[src/rtl/chrono_pkg.sv]
// Shared types and constants for the chrono display/alert datapath.
package chrono_pkg;

  localparam int DATA_W = 21;

  typedef enum logic [1:0] {
    ST_IDLE    = 2'd0,
    ST_ALERT   = 2'd1,
    ST_HOLDOFF = 2'd2
  } state_t;

  localparam logic [1:0] REQ_TIMER = 2'd0;
  localparam logic [1:0] REQ_ALARM = 2'd1;
  localparam logic [1:0] REQ_CHIME = 2'd2;

  localparam logic [2:0] KEY_S1 = 3'd1;
  localparam logic [2:0] KEY_S2 = 3'd2;
  localparam logic [2:0] KEY_S3 = 3'd3;
  localparam logic [2:0] KEY_S4 = 3'd4;

  // Fixed priority: the lowest set request index wins (timer before alarm before chime).
  function automatic logic [1:0] first_req(input logic [2:0] req);
    if (req[0])      first_req = REQ_TIMER;
    else if (req[1]) first_req = REQ_ALARM;
    else             first_req = REQ_CHIME;
  endfunction

endpackage

[src/rtl/ms_down_counter.sv]
// Loadable millisecond down-counter that saturates at zero.
// The owner loads (period - 1), so the period has elapsed on the tick seen while o_zero is high.
module ms_down_counter #(
  parameter int WIDTH = 16
) (
  input  logic             i_clk,
  input  logic             i_rst,
  input  logic             i_load,
  input  logic [WIDTH-1:0] i_load_val,
  input  logic             i_tick,
  output logic             o_zero
);

  logic [WIDTH-1:0] r_count;

  // Load has priority; otherwise count down once per tick and hold at zero.
  always_ff @(posedge i_clk or posedge i_rst) begin
    if (i_rst) begin
      r_count <= '0;
    end else if (i_load) begin
      r_count <= i_load_val;
    end else if (i_tick && (r_count != '0)) begin
      r_count <= r_count - WIDTH'(1);
    end
  end

  assign o_zero = (r_count == '0);

endmodule

[src/rtl/alert_arbiter.sv]
// Arbitrates the display and buzzer between the mode logic and three alert requesters.
// Fixed priority with pre-emption, timed auto-dismiss, key capture while an alert is up,
// and a quiet holdoff after each alert.
module alert_arbiter #(
  parameter int DATA_W     = chrono_pkg::DATA_W,
  parameter int ALERT_MS   = 10000,
  parameter int BLINK_MS   = 500,
  parameter int HOLDOFF_MS = 200
) (
  input  logic                i_clk,
  input  logic                i_rst,
  input  logic                i_tick_ms,
  input  logic [2:0]          i_key_val,
  input  logic [DATA_W-1:0]   i_mode_data,
  input  logic [2:0]          i_req,
  input  logic [3*DATA_W-1:0] i_req_data,
  output logic [DATA_W-1:0]   o_data,
  output logic [2:0]          o_key_val_mode,
  output logic                o_buz,
  output logic                o_busy,
  output logic [1:0]          o_grant_id,
  output logic [2:0]          o_ack
);

  import chrono_pkg::*;

  localparam logic [15:0] ALERT_LOAD = 16'(ALERT_MS - 1);
  localparam logic [15:0] BLINK_LOAD = 16'(BLINK_MS - 1);
  localparam logic [15:0] HOLD_LOAD  = 16'(HOLDOFF_MS - 1);

  state_t      r_state;
  logic        r_busy;
  logic [1:0]  r_grant;
  logic        r_buz;
  logic [2:0]  r_ack;

  logic        w_keyHit;
  logic        w_anyReq;
  logic [1:0]  w_firstReq;
  logic        w_grantReq;
  logic        w_preempt;
  logic        w_alertZero;
  logic        w_blinkZero;
  logic        w_expire;
  logic        w_blinkToggle;
  logic        w_alertLoad;
  logic [15:0] w_alertLoadVal;
  logic        w_blinkLoad;

  assign w_keyHit      = (i_key_val != 3'd0);
  assign w_anyReq      = (i_req != 3'd0);
  assign w_firstReq    = first_req(i_req);
  assign w_grantReq    = i_req[r_grant];
  assign w_preempt     = w_anyReq && (w_firstReq < r_grant);
  assign w_expire      = i_tick_ms && w_alertZero;
  assign w_blinkToggle = i_tick_ms && w_blinkZero;

  // Decide when the alert/holdoff and blink counters are (re)loaded, mirroring the FSM transitions.
  always_comb begin
    w_alertLoad    = 1'b0;
    w_alertLoadVal = ALERT_LOAD;
    w_blinkLoad    = 1'b0;
    case (r_state)
      ST_IDLE: begin
        if (w_anyReq) begin
          w_alertLoad = 1'b1;
          w_blinkLoad = 1'b1;
        end
      end
      ST_ALERT: begin
        if (!w_grantReq || w_keyHit || w_expire) begin
          w_alertLoad    = 1'b1;
          w_alertLoadVal = HOLD_LOAD;
        end else if (w_preempt) begin
          w_alertLoad = 1'b1;
          w_blinkLoad = 1'b1;
        end else if (w_blinkToggle) begin
          w_blinkLoad = 1'b1;
        end
      end
      default: begin
      end
    endcase
  end

  ms_down_counter #(.WIDTH(16)) u_alert_cnt (
    .i_clk      (i_clk),
    .i_rst      (i_rst),
    .i_load     (w_alertLoad),
    .i_load_val (w_alertLoadVal),
    .i_tick     (i_tick_ms),
    .o_zero     (w_alertZero)
  );

  ms_down_counter #(.WIDTH(16)) u_blink_cnt (
    .i_clk      (i_clk),
    .i_rst      (i_rst),
    .i_load     (w_blinkLoad),
    .i_load_val (BLINK_LOAD),
    .i_tick     (i_tick_ms),
    .o_zero     (w_blinkZero)
  );

  // Arbitration FSM; a vanished request beats a key, a key beats timeout, timeout beats pre-emption.
  always_ff @(posedge i_clk or posedge i_rst) begin
    if (i_rst) begin
      r_state <= ST_IDLE;
      r_busy  <= 1'b0;
      r_grant <= 2'd0;
      r_buz   <= 1'b0;
      r_ack   <= 3'd0;
    end else begin
      r_ack <= 3'd0;
      case (r_state)
        ST_IDLE: begin
          if (w_anyReq) begin
            r_state <= ST_ALERT;
            r_busy  <= 1'b1;
            r_grant <= w_firstReq;
            r_buz   <= 1'b1;
          end
        end
        ST_ALERT: begin
          if (!w_grantReq) begin
            r_state <= ST_HOLDOFF;
            r_busy  <= 1'b0;
            r_buz   <= 1'b0;
          end else if (w_keyHit || w_expire) begin
            r_state <= ST_HOLDOFF;
            r_busy  <= 1'b0;
            r_buz   <= 1'b0;
            r_ack   <= 3'b001 << r_grant;
          end else if (w_preempt) begin
            r_grant <= w_firstReq;
            r_buz   <= 1'b1;
          end else if (w_blinkToggle) begin
            r_buz <= ~r_buz;
          end
        end
        ST_HOLDOFF: begin
          if (w_expire) begin
            r_state <= ST_IDLE;
          end
        end
        default: begin
          r_state <= ST_IDLE;
          r_busy  <= 1'b0;
          r_buz   <= 1'b0;
        end
      endcase
    end
  end

  assign o_data         = (r_state == ST_ALERT) ? i_req_data[int'(r_grant)*DATA_W +: DATA_W] : i_mode_data;
  assign o_key_val_mode = (r_state == ST_IDLE) ? i_key_val : 3'd0;
  assign o_buz          = r_buz;
  assign o_busy         = r_busy;
  assign o_grant_id     = r_grant;
  assign o_ack          = r_ack;

endmodule

[config.mk]
export PLATFORM = sky130hd
export DESIGN_NAME = alert_arbiter
export DESIGN_NICKNAME = d
export VERILOG_FILES = /design/src/rtl/chrono_pkg.sv /design/src/rtl/ms_down_counter.sv /design/src/rtl/alert_arbiter.sv
export SDC_FILE = /design/constraint.sdc
export NUM_CORES = 1
export LEC_CHECK = 0
export ABC_AREA = 1
export CAP_MARGIN = 20
export CORE_ASPECT_RATIO = 1.1
export CORE_MARGIN = 2
export CORE_UTILIZATION = 48
export DETAILED_ROUTE_END_ITERATION = 8
export GPL_TIMING_DRIVEN = 0
export PLACE_DENSITY = 0.87
export SYNTH_ARGS = -nofsm -noshare
export SYNTH_HDL_FRONTEND = slang
export SYNTH_SLANG_ARGS = --single-unit
[constraint.sdc]
create_clock -name i_clk -period 4.2 [get_ports i_clk]
set_input_delay 0.84 -clock i_clk [delete_from_list [all_inputs] [get_ports i_clk]]
set_output_delay 0.84 -clock i_clk [all_outputs]
set_load 0.005 [all_outputs]
# ---- After elaboration in Yosys (flattened, before gate mapping)
# Index checks and enable logic that the tools add are counted.
dict set report classes {
  addsub 2
  n_eq_ne 9
  n_lt_le_gt_ge 2
  reduce_logical 23
  n_div 0
  mul 1
  bitwise 2
  shift 2
  mux 42
}
# operator count
set op_table {}
lappend op_table {{$mux W16} 4}
lappend op_table {{$shiftx A63 B8 Y21} 1}
lappend op_table {{$logic_not A16 Y1} 2}
lappend op_table {{$reduce_bool A16 Y1} 2}
lappend op_table {{$sub A16 B1 Y16 const B} 2}
lappend op_table {{$mux W14} 2}
lappend op_table {{$mux W21} 1}
lappend op_table {{$mux W2} 10}
lappend op_table {{$mux W1} 14}
lappend op_table {{$mux W3} 4}
lappend op_table {{$ne A2 B2 Y1 const B} 5}
lappend op_table {{$reduce_and A3 Y1} 3}
lappend op_table {{$mul A2 B5 Y7 const B} 1}
lappend op_table {{$pmux W1 S3} 2}
lappend op_table {{$pmux W2 S3} 1}
lappend op_table {{$reduce_bool A2 Y1} 3}
lappend op_table {{$reduce_bool A3 Y1} 2}
lappend op_table {{$logic_and A1 B1 Y1} 5}
lappend op_table {{$ne A5 B5 Y1 const B} 1}
lappend op_table {{$reduce_and A5 Y1} 1}
lappend op_table {{$pmux W1 S2} 2}
lappend op_table {{$pmux W2 S2} 1}
lappend op_table {{$logic_or A1 B1 Y1} 3}
lappend op_table {{$lt A2 B3 Y1 const B} 1}
lappend op_table {{9 further kinds} 10}
dict set report totals {
  out_inout_bits 31
  word_cells 90
  romBits 0
  mem_count 0
  latch_bits 0
  ram_bits 0
  inputBits 93
  regBits 41
}

# ---- Longest topological paths before layout
# Gate-level depths: netlist of the first run.
dict set report logic_depth {
  ltp_word 8
  depth_mapped 13
  ltp_nobuf 11
}

# ---- By module
# Synthesis of the first run repeated with hierarchy kept, for this count alone.
dict set report hier_totals {
  cells_unflattened 569
  area_unflattened_um2 3544.6
}
# mod cells_per_inst area_each_um2 seq_area_each_um2 n_inst
set modules_own_cells {}
lappend modules_own_cells {{ms_down_counter (u_blink_cnt)} 193 1239.9 400.4 1}
lappend modules_own_cells {alert_arbiter 206 1178.6 225.2 1}
lappend modules_own_cells {{ms_down_counter (u_alert_cnt)} 170 1126.1 400.4 1}

# ---- Worst setup path before layout of the first run
# No wires, ideal clock.
dict set report synth_path {
  path_kind {register to output}
  from {reg r_state[1]}
  to {out o_data[0]}
  setup_slack_ps 2094
  t_required_ps 3360
  n_path_buf 2
  arrival_time_ps 1266
  path_stages_with_launch 6
  path_cell_list {dfrtp_1 nor2_2 buf_2 buf_2 nor2_1 a41oi_1}
}
dict set report synth_between {
  elab_chain_len 2
}
# element line_no
set synth_lines {}
lappend synth_lines {{from (decl)} alert_arbiter.sv:31} ;# state_t r_state;
lappend synth_lines {{from (signal assigned)} alert_arbiter.sv:107} ;# r_state <= ST_IDLE;
lappend synth_lines {{from (signal assigned)} alert_arbiter.sv:117} ;# r_state <= ST_ALERT;
lappend synth_lines {{from (signal assigned)} alert_arbiter.sv:125} ;# r_state <= ST_HOLDOFF;
lappend synth_lines {{$eq A2 B1 Y1} alert_arbiter.sv:154} ;# assign o_data = (r_state == ST_ALERT) ? i_req_data[int'(r_grant)*DATA_W +: DATA_W] : i_mode_data;
lappend synth_lines {{$mux W21} alert_arbiter.sv:154}
lappend synth_lines {{to (decl)} alert_arbiter.sv:17} ;# output logic [DATA_W-1:0] o_data,
# Every way passes these cells.

# ---- Worst setup path after layout of the first run
dict set report layout_path {
  from {reg r_state[0]}
  to {out o_data[0]}
}
# The elaborated chain is that of the path after synthesis.

==> parameters.txt, run 1 <==
Parameter                              Value

Logic synthesis
  Gate count after technology mapping ... approximately 470
  Share of the synthesized area in compound gates (AO/OA/AOI/OAI) ... approximately a tenth
  Post-synthesis register bit count ... 41
  Cell Area, Synth ... ~3100 µm²
  Count of different cell masters after synthesis ... 34
  Net count after synthesis ... 563
  Synthesis Warnings ... 0
  Synth Area in Simple Gates ... 44.25%
  Adder and majority cell fraction of the synthesized area ... under 10%
  Most frequent cells after synthesis ... 119 x sky130_fd_sc_hd__nand2_1, 77 x sky130_fd_sc_hd__nor2_1, 57 x sky130_fd_sc_hd__nand3_1, 41 x sky130_fd_sc_hd__dfrtp_1, 40 x sky130_fd_sc_hd__inv_1
  Biggest area contributors in the synthesized netlist ... sky130_fd_sc_hd__dfrtp_1 33%, sky130_fd_sc_hd__nand2_1 14%, sky130_fd_sc_hd__nor2_1 9.2%
  Mux contribution to synthesized area ... 0%
  Number of enable-type register cells in the synthesized netlist ... 0
  Fraction of post-synthesis cell area in the top cell type by area ... between 30% and 40%
  Post-synth top flop ... sky130_fd_sc_hd__dfrtp_1
  Seq/Total Area, Yosys ... between 30% and 40%
  Most instantiated library cell after synthesis ... sky130_fd_sc_hd__nand2_1
  Mean area per synthesized cell ... 6.729 µm²
  Dominant cell type by area after synthesis ... sky130_fd_sc_hd__dfrtp_1
  Fraction of synthesized cell area in xor and xnor cells ... under 10%
  Largest family of logic cells by synthesized area ... simple AND/OR/NAND/NOR gates
  Proportion of register bits with asynchronous set or reset after synthesis ... 100.0%

Timing
  Max-Slew Margin vs Limit ... ~42%
  Maximum clock frequency ... 300.4 MHz
  Max-slew violation count ... 0
  Crit share post-route ... roughly four fifths
  Min Hold Slack ... between 500 and 600 ps
  Final Critical Period ... 3329 ps
  Count of final hold-check violations ... 0
  RSZ-0062 raised after global routing ... no
  Sum of negative setup slack ... 0 ps
  Least setup slack across all paths after layout ... ~870 ps
  Worst slew pin tran ... around 900 ps
  Number of failing setup endpoints in the final timing report ... 0
  Worst clock skew ... around 11 ps

Die
  Std-Cell Rows ... 30
  Die width ... 81.06 µm
  Die area ... between 7000 and 8000 µm²
  Core Region ... just over 6000 µm²
  Number of I/O pins ... approximately 120
  Die Y-Extent ... about 89 µm
  Initial Util ... between 50% and 60%

Global route
  Remaining Overflow, GRT ... 0
  Overall routing resource usage ... between 20% and 30%
  Maximum number of pins on one net before global-route repair ... 42
  Initial antenna violation count ... 0
  Number of global-route vias before repair ... ~3.5k
  Global-route wire length before repair ... approximately 16000 µm

Clocking
  Count of cells resized by post-cts repair ... 0
  Post-cts hold buffer count ... 0
  Clock sink count ... 41
  Buffer type at the clock tree root ... sky130_fd_sc_hd__clkbuf_8
  Clk_lat worst skew ... about 310 ps
  Maximum level of the CTS H-tree ... 2
  Postcts setup bufs ... 0
  CTS buffer count ... 5
  Clock transition at the registers of the reported paths ... about 90 ps
  TritonCTS clock tree ... done
  Number of buffers on the longest clock path ... 2

Final layout
  Number of antenna diodes ... 0
  Signed area change from the synthesized netlist to the final layout ... 46.01%
  Number of standard cells in the layout, taps in and fillers out ... just under 700
  # fillers ... slightly below 500
  Final #Nets ... ~700
  Layout cells sized above 1 ... 9.213%
  Final Core Density ... roughly 73%
  Cell area after layout ... between 4000 and 5000 µm²

Hold path
  Worst hold-check path type ... flop to flop
  Startpoint of the tightest hold check path ... u_blink_cnt.r_count[0]
  Worst Hold End ... u_blink_cnt.r_count[0]
  Hold-critical path depth ... 2

Worst setup path
  Critical register-to-register path endpoint ... u_blink_cnt.r_count[13]
  Critical Path RT ... 3360 ps
  Depth of the worst register-to-register path ... 10
  Critical path fanouts, max ... 10
  Launch instance of the worst register-to-register path ... u_alert_cnt.r_count[0]
  Critical Path Source Type ... flop
  Type of destination of the critical path ... output port
  Beginning of the critical path ... r_state[0]
  Arrival time at the worst endpoint ... 2490 ps
  Critical path type ... flop to output port
  Reg2reg setup slack ... 2410 ps

Drt
  Wirelength, routed ... 9863 µm
  Wire length per cell ... about 15 µm
  Via-to-Cell Ratio ... between 5 and 6
  Number of DRC markers after the initial detailed-route iteration ... between 200 and 250
  Number of detailed-route iterations in the first pass ... 5
  Post-route ant nets ... 0
  DRC errors left ... 0
  Routed via count ... around 3.6k

Placed design
  Cell area after placement ... 4467 µm²
  Weighted congestion at the end of routability-driven global placement ... approximately 0.86
  Number of instances in the placed design ... 669
  Post-DP HPWL ... ~7800 µm
  # port buffers ... 123
  Worst-case setup slack after placement ... 1120 ps

Power
  Power per standard cell area ... 527.9 nW/µm²
  Static power due to leakage ... approximately 2 nW
  Total design power ... between 2 and 2.5 mW
  Worst-case vdd ir drop ... 0.3183 mV

Flow run
  Max-Cap Viols ... 0

Run status
  Outcome ... finished, final reports clean
-- critical path, cell delays in order (launching register included) --
cell	delay, ps
sky130_fd_sc_hd__dfrtp_1	380
sky130_fd_sc_hd__inv_1	80
sky130_fd_sc_hd__nor2_2	220
sky130_fd_sc_hd__buf_2	290
sky130_fd_sc_hd__buf_2	270
sky130_fd_sc_hd__nor2_1	70
sky130_fd_sc_hd__a41oi_1	290
sky130_fd_sc_hd__clkdlybuf4s50_1	580
-- state kept, by name, indices dropped and copies added (netlist names) --
| register | count |
|---|---|
| o_ack | 3 |
| o_busy | 1 |
| o_buz | 1 |
| o_grant_id | 2 |
| r_state | 2 |
| u_alert_cnt.r_count | 16 |
| u_blink_cnt.r_count | 16 |
-- logic make-up after synthesis --
kind of cell               count (synthesis)
xor gates and xnor gates                  11
DFF                                       41
adders and majority gates                  4
buffers and inverters                     62
and+or+nand+nor                          300
AOI/OAI and AO/OA                         48
-- worst max path at each step --
| stage | endpoint | slack [ps] | cells past startpoint |
|---|---|---|---|
| 3_5_place_dp | o_data[0] | 1120 | 4 |
| 5_1_grt | o_data[0] | 760 | 7 |
| 6_report | o_data[0] | 870 | 7 |
| 3_3_place_gp | o_data[0] | 1110 | 4 |
| 2_1_floorplan | o_data[0] | 2090 | 5 |
| 4_1_cts | o_data[0] | 920 | 6 |
-- report_power, final --
group / leakage [nW] / internal, mW / switching, mW / total [mW]
Sequential: 0.502 / 0.494 / 0.0937 / 0.588
Clock: 0.0554 / 0.179 / 0.151 / 0.329
Combinational: 1.44 / 0.639 / 0.860 / 1.50
-- cell usage in the layout (no fill, tap or decap), drive strengths merged, types with 13 or more instances in the layout --
cell type / n
dfrtp: 41
o21ai: 14
a41oi: 14
inv: 47
nor2: 92
a21oi: 13
clkbuf: 14
clkdlybuf4s50: 123
nand3: 62
nand2: 128
-- area by class of cell --
type | instances | area [µm²] | share of cell area [%]
multi-input cells | 363 | 1843 | 40.26
repair buffers | 123 | 1231 | 26.89
flip-flops and latches | 41 | 1026 | 22.41
inverters | 47 | 178.9 | 3.908
well taps | 80 | 100.1 | 2.186
plain buffers | 15 | 87.58 | 1.913
clock buffers | 6 | 72.57 | 1.585
clock inverters | 2 | 38.79 | 0.8472
-- routing by layer --
metal	vias to the layer above	GRT usage [%]	share of wire, %
met3	20	6.633	6.6
met1	1683	31.67	38
li1	1775	-	-
met5	-	0	0
met4	0	11.40	2.8
met2	145	51.16	52
Power figures use the tool's default switching activity.
==> run 2, diff against run 1 <==
CORE_UTILIZATION = 40   (was 48)
PLACE_DENSITY = 0.78   (was 0.87)
clock period = 2.9 ns   (was 4.2 ns; I/O delays follow)
==> run 2 against run 1 <==
Global-route usage decreased by 6.3 points. Register-to-register slack got worse by 1300 ps. Sequential share of layout area decreased by 0.14 points. Die area increased by 19%. Critical path depth decreased by 2.
==> parameters.txt, run 2 (synthesis results as in run 1) <==
Parameter                              Value

Drt
  Met2 routed WL ... 4791 µm (-7.1%)
  Wire length on met1 ... 3601 µm (-4.7%)
  Wirelength, routed ... 9310 µm (-5.6%)
  Via-to-Cell Ratio ... 5.086 (-5.0%)
  Routed via count ... 3565 (-1.6%)
  Highest routing layer actually used ... met4
  Post-route ant nets ... 0 (unchanged)
  Met3 WL ... 620 µm (-4.3%)
  Number of detailed-route iterations in the first pass ... 4 (-1)
  Number of DRC markers after the initial detailed-route iteration ... 124 (-48%)
  DRC errors left ... 0 (unchanged)
  Wire length per cell ... 13.28 µm (-8.8%)

Global route
  Maximum number of pins on one net before global-route repair ... 42 (unchanged)
  Remaining Overflow, GRT ... 0 (unchanged)
  Number of global-route vias before repair ... 3555 (+1.2%)
  Initial antenna violation count ... 0 (unchanged)
  Overall routing resource usage ... 21.95% (-6.3 points)
  Global-route wire length before repair ... 15320 µm (-2.7%)

Worst setup path
  Launch instance of the worst register-to-register path ... u_alert_cnt.r_count[0]
  Critical Path Source Type ... flop
  Depth of the worst register-to-register path ... 9 (-1)
  Type of destination of the critical path ... output port
  Beginning of the critical path ... o_grant_id[0]
  Critical path fanouts, max ... 10 (unchanged)
  Critical Path RT ... 2320 ps (-1040 ps)
  Critical path type ... flop to output port
  Arrival time at the worst endpoint ... 2180 ps (-310 ps)

Die
  Core Region ... 7515 µm² (+21%)
  Initial Util ... 41.72% (-8.6 points)
  Die Y-Extent ... 96.86 µm (+9.1%)
  Die width ... 88.42 µm (+9.1%)
  Die area ... 8564 µm² (+19%)
  Number of I/O pins ... 124 (unchanged)
  Std-Cell Rows ... 33 (+10%)

Final layout
  Layout cells sized above 1 ... 10.40% (+1.2 points)
  Final #Nets ... 693 (unchanged)
  Number of standard cells in the layout, taps in and fillers out ... 701 (+3.5%)
  Most used cells in the layout excluding fill and tap cells ... 123 x sky130_fd_sc_hd__clkdlybuf4s50_1, 119 x sky130_fd_sc_hd__nand2_1, 76 x sky130_fd_sc_hd__nor2_1, 57 x sky130_fd_sc_hd__nand3_1, 40 x sky130_fd_sc_hd__dfrtp_1
  Number of antenna diodes ... 0 (unchanged)
  Most common cell after layout, fill and taps aside ... sky130_fd_sc_hd__clkdlybuf4s50_1
  Signed area change from the synthesized netlist to the final layout ... 47.09%
  # fillers ... 696 (+41%)

Flow run
  Max-Cap Viols ... 0 (unchanged)

Placed design
  # port buffers ... 123 (unchanged)
  Number of instances in the placed design ... 694 (+3.7%)
  Weighted congestion at the end of routability-driven global placement ... 0.8367 (-2.4%)
  Post-DP HPWL ... 7519 µm (-3.4%)
  Worst-case setup slack after placement ... 170.5 ps (-949.1 ps)

Timing
  Max-Slew Margin vs Limit ... 42.41% (+0.83 points)
  Number of failing setup endpoints in the final timing report ... 0 (unchanged)
  Worst slew pin tran ... 862.6 ps (-12.39 ps)
  Max-slew violation count ... 0 (unchanged)
  RSZ-0062 raised after global routing ... no
  Crit share post-route ... between 90% and 100%
  Worst clock skew ... 8.469 ps (-2.331 ps)
  Least setup slack across all paths after layout ... 136.6 ps (-734.2 ps)
  Sum of negative setup slack ... 0 ps (unchanged)
  Maximum clock frequency ... 361.9 MHz
  Final Critical Period ... about 2800 ps
  Count of final hold-check violations ... 0 (unchanged)

Clocking
  Number of buffers on the longest clock path ... 2 (unchanged)
  Clock transition at the registers of the reported paths ... 80 ps (about the same)
  TritonCTS clock tree ... done
  Post-cts hold buffer count ... 0 (unchanged)
  CTS buffer count ... 5 (unchanged)
  Buffer type at the clock tree root ... sky130_fd_sc_hd__clkbuf_8
  Maximum level of the CTS H-tree ... 2 (unchanged)
  Postcts setup bufs ... 0 (unchanged)
  Clock sink count ... 41 (unchanged)
  Clk_lat worst skew ... 290 ps (-20 ps)

Hold path
  Startpoint of the tightest hold check path ... u_blink_cnt.r_count[0]
  Worst hold-check path type ... flop to flop
  Hold-critical path depth ... 2 (unchanged)

Power
  Static power due to leakage ... 2.006 nW (+0.40%)
  Power per standard cell area ... 739.1 nW/µm² (+40%)
  Worst-case vdd ir drop ... 0.5156 mV (+62%)

Run status
  Outcome ... finished, final reports clean
run 2: worst max-delay path, stage by stage, from the launching register on:
cell and delay (ps):
sky130_fd_sc_hd__dfrtp_1 360, sky130_fd_sc_hd__buf_6 160, sky130_fd_sc_hd__clkbuf_1 360, sky130_fd_sc_hd__nand3_1 150
sky130_fd_sc_hd__a41oi_1 310, sky130_fd_sc_hd__clkdlybuf4s50_1 560
run 2: metal layers:
metal,GRT usage (%),vias to the layer above
met1,24.02,1633
li1,-,1771
met3,5.461,27
met2,39.21,134
met5,0,-
met4,9.091,0
run 2: report_power, final:
group / switching [mW] / total, mW / internal (mW)
Sequential: 0.146 / 0.863 / 0.718
Combinational: 1.21 / 2.16 / 0.954
Clock: 0.193 / 0.382 / 0.189
run 2: final timing paths:
kind                                           to  slack [ps]
max                                    o_data[13]         140
min                        u_blink_cnt.r_count[0]         500
max reg2reg                u_blink_cnt.r_count[1]        1150
min reg2reg                u_blink_cnt.r_count[0]         500
max in group asynchronous           o_grant_id[1]        1520
min in group asynchronous  u_blink_cnt.r_count[8]         780
run 2: final cells by class:
type                       count  area (µm²)  share of cell area [%]
timing repair buffer         123        1231                   26.70
buffer                        15       106.4                   2.306
sequential                    41        1027                   22.27
tap                          105       131.4                   2.849
multi-input combinational    363        1851                   40.12
inverter                      47       178.9                   3.880
clock buffer                   7       86.33                   1.872
run 2: per-stage QoR:
stage	hold slack, ps	area [µm²]	total power, mW	util, %
floorplan	465.2	3136	2.141	-
global placement	480.6	4498	2.931	59.86
detailed placement	481.5	4498	2.990	59.86
CTS	504.8	4597	3.404	61.17
global route	544.7	4612	3.691	61.37
finish	503.9	4612	3.408	61.37
run 2: what timing repair did:
action	4_1_cts	5_1_grt
setup endpoints to repair	21	19
resized for setup	5	12
pin swaps	0	1
==> run 3, diff against run 2 <==
CAP_MARGIN = 5   (was 20)
==> results of run 3 <==
No change in the layout: final DEF, timing and power equal those of run 2.
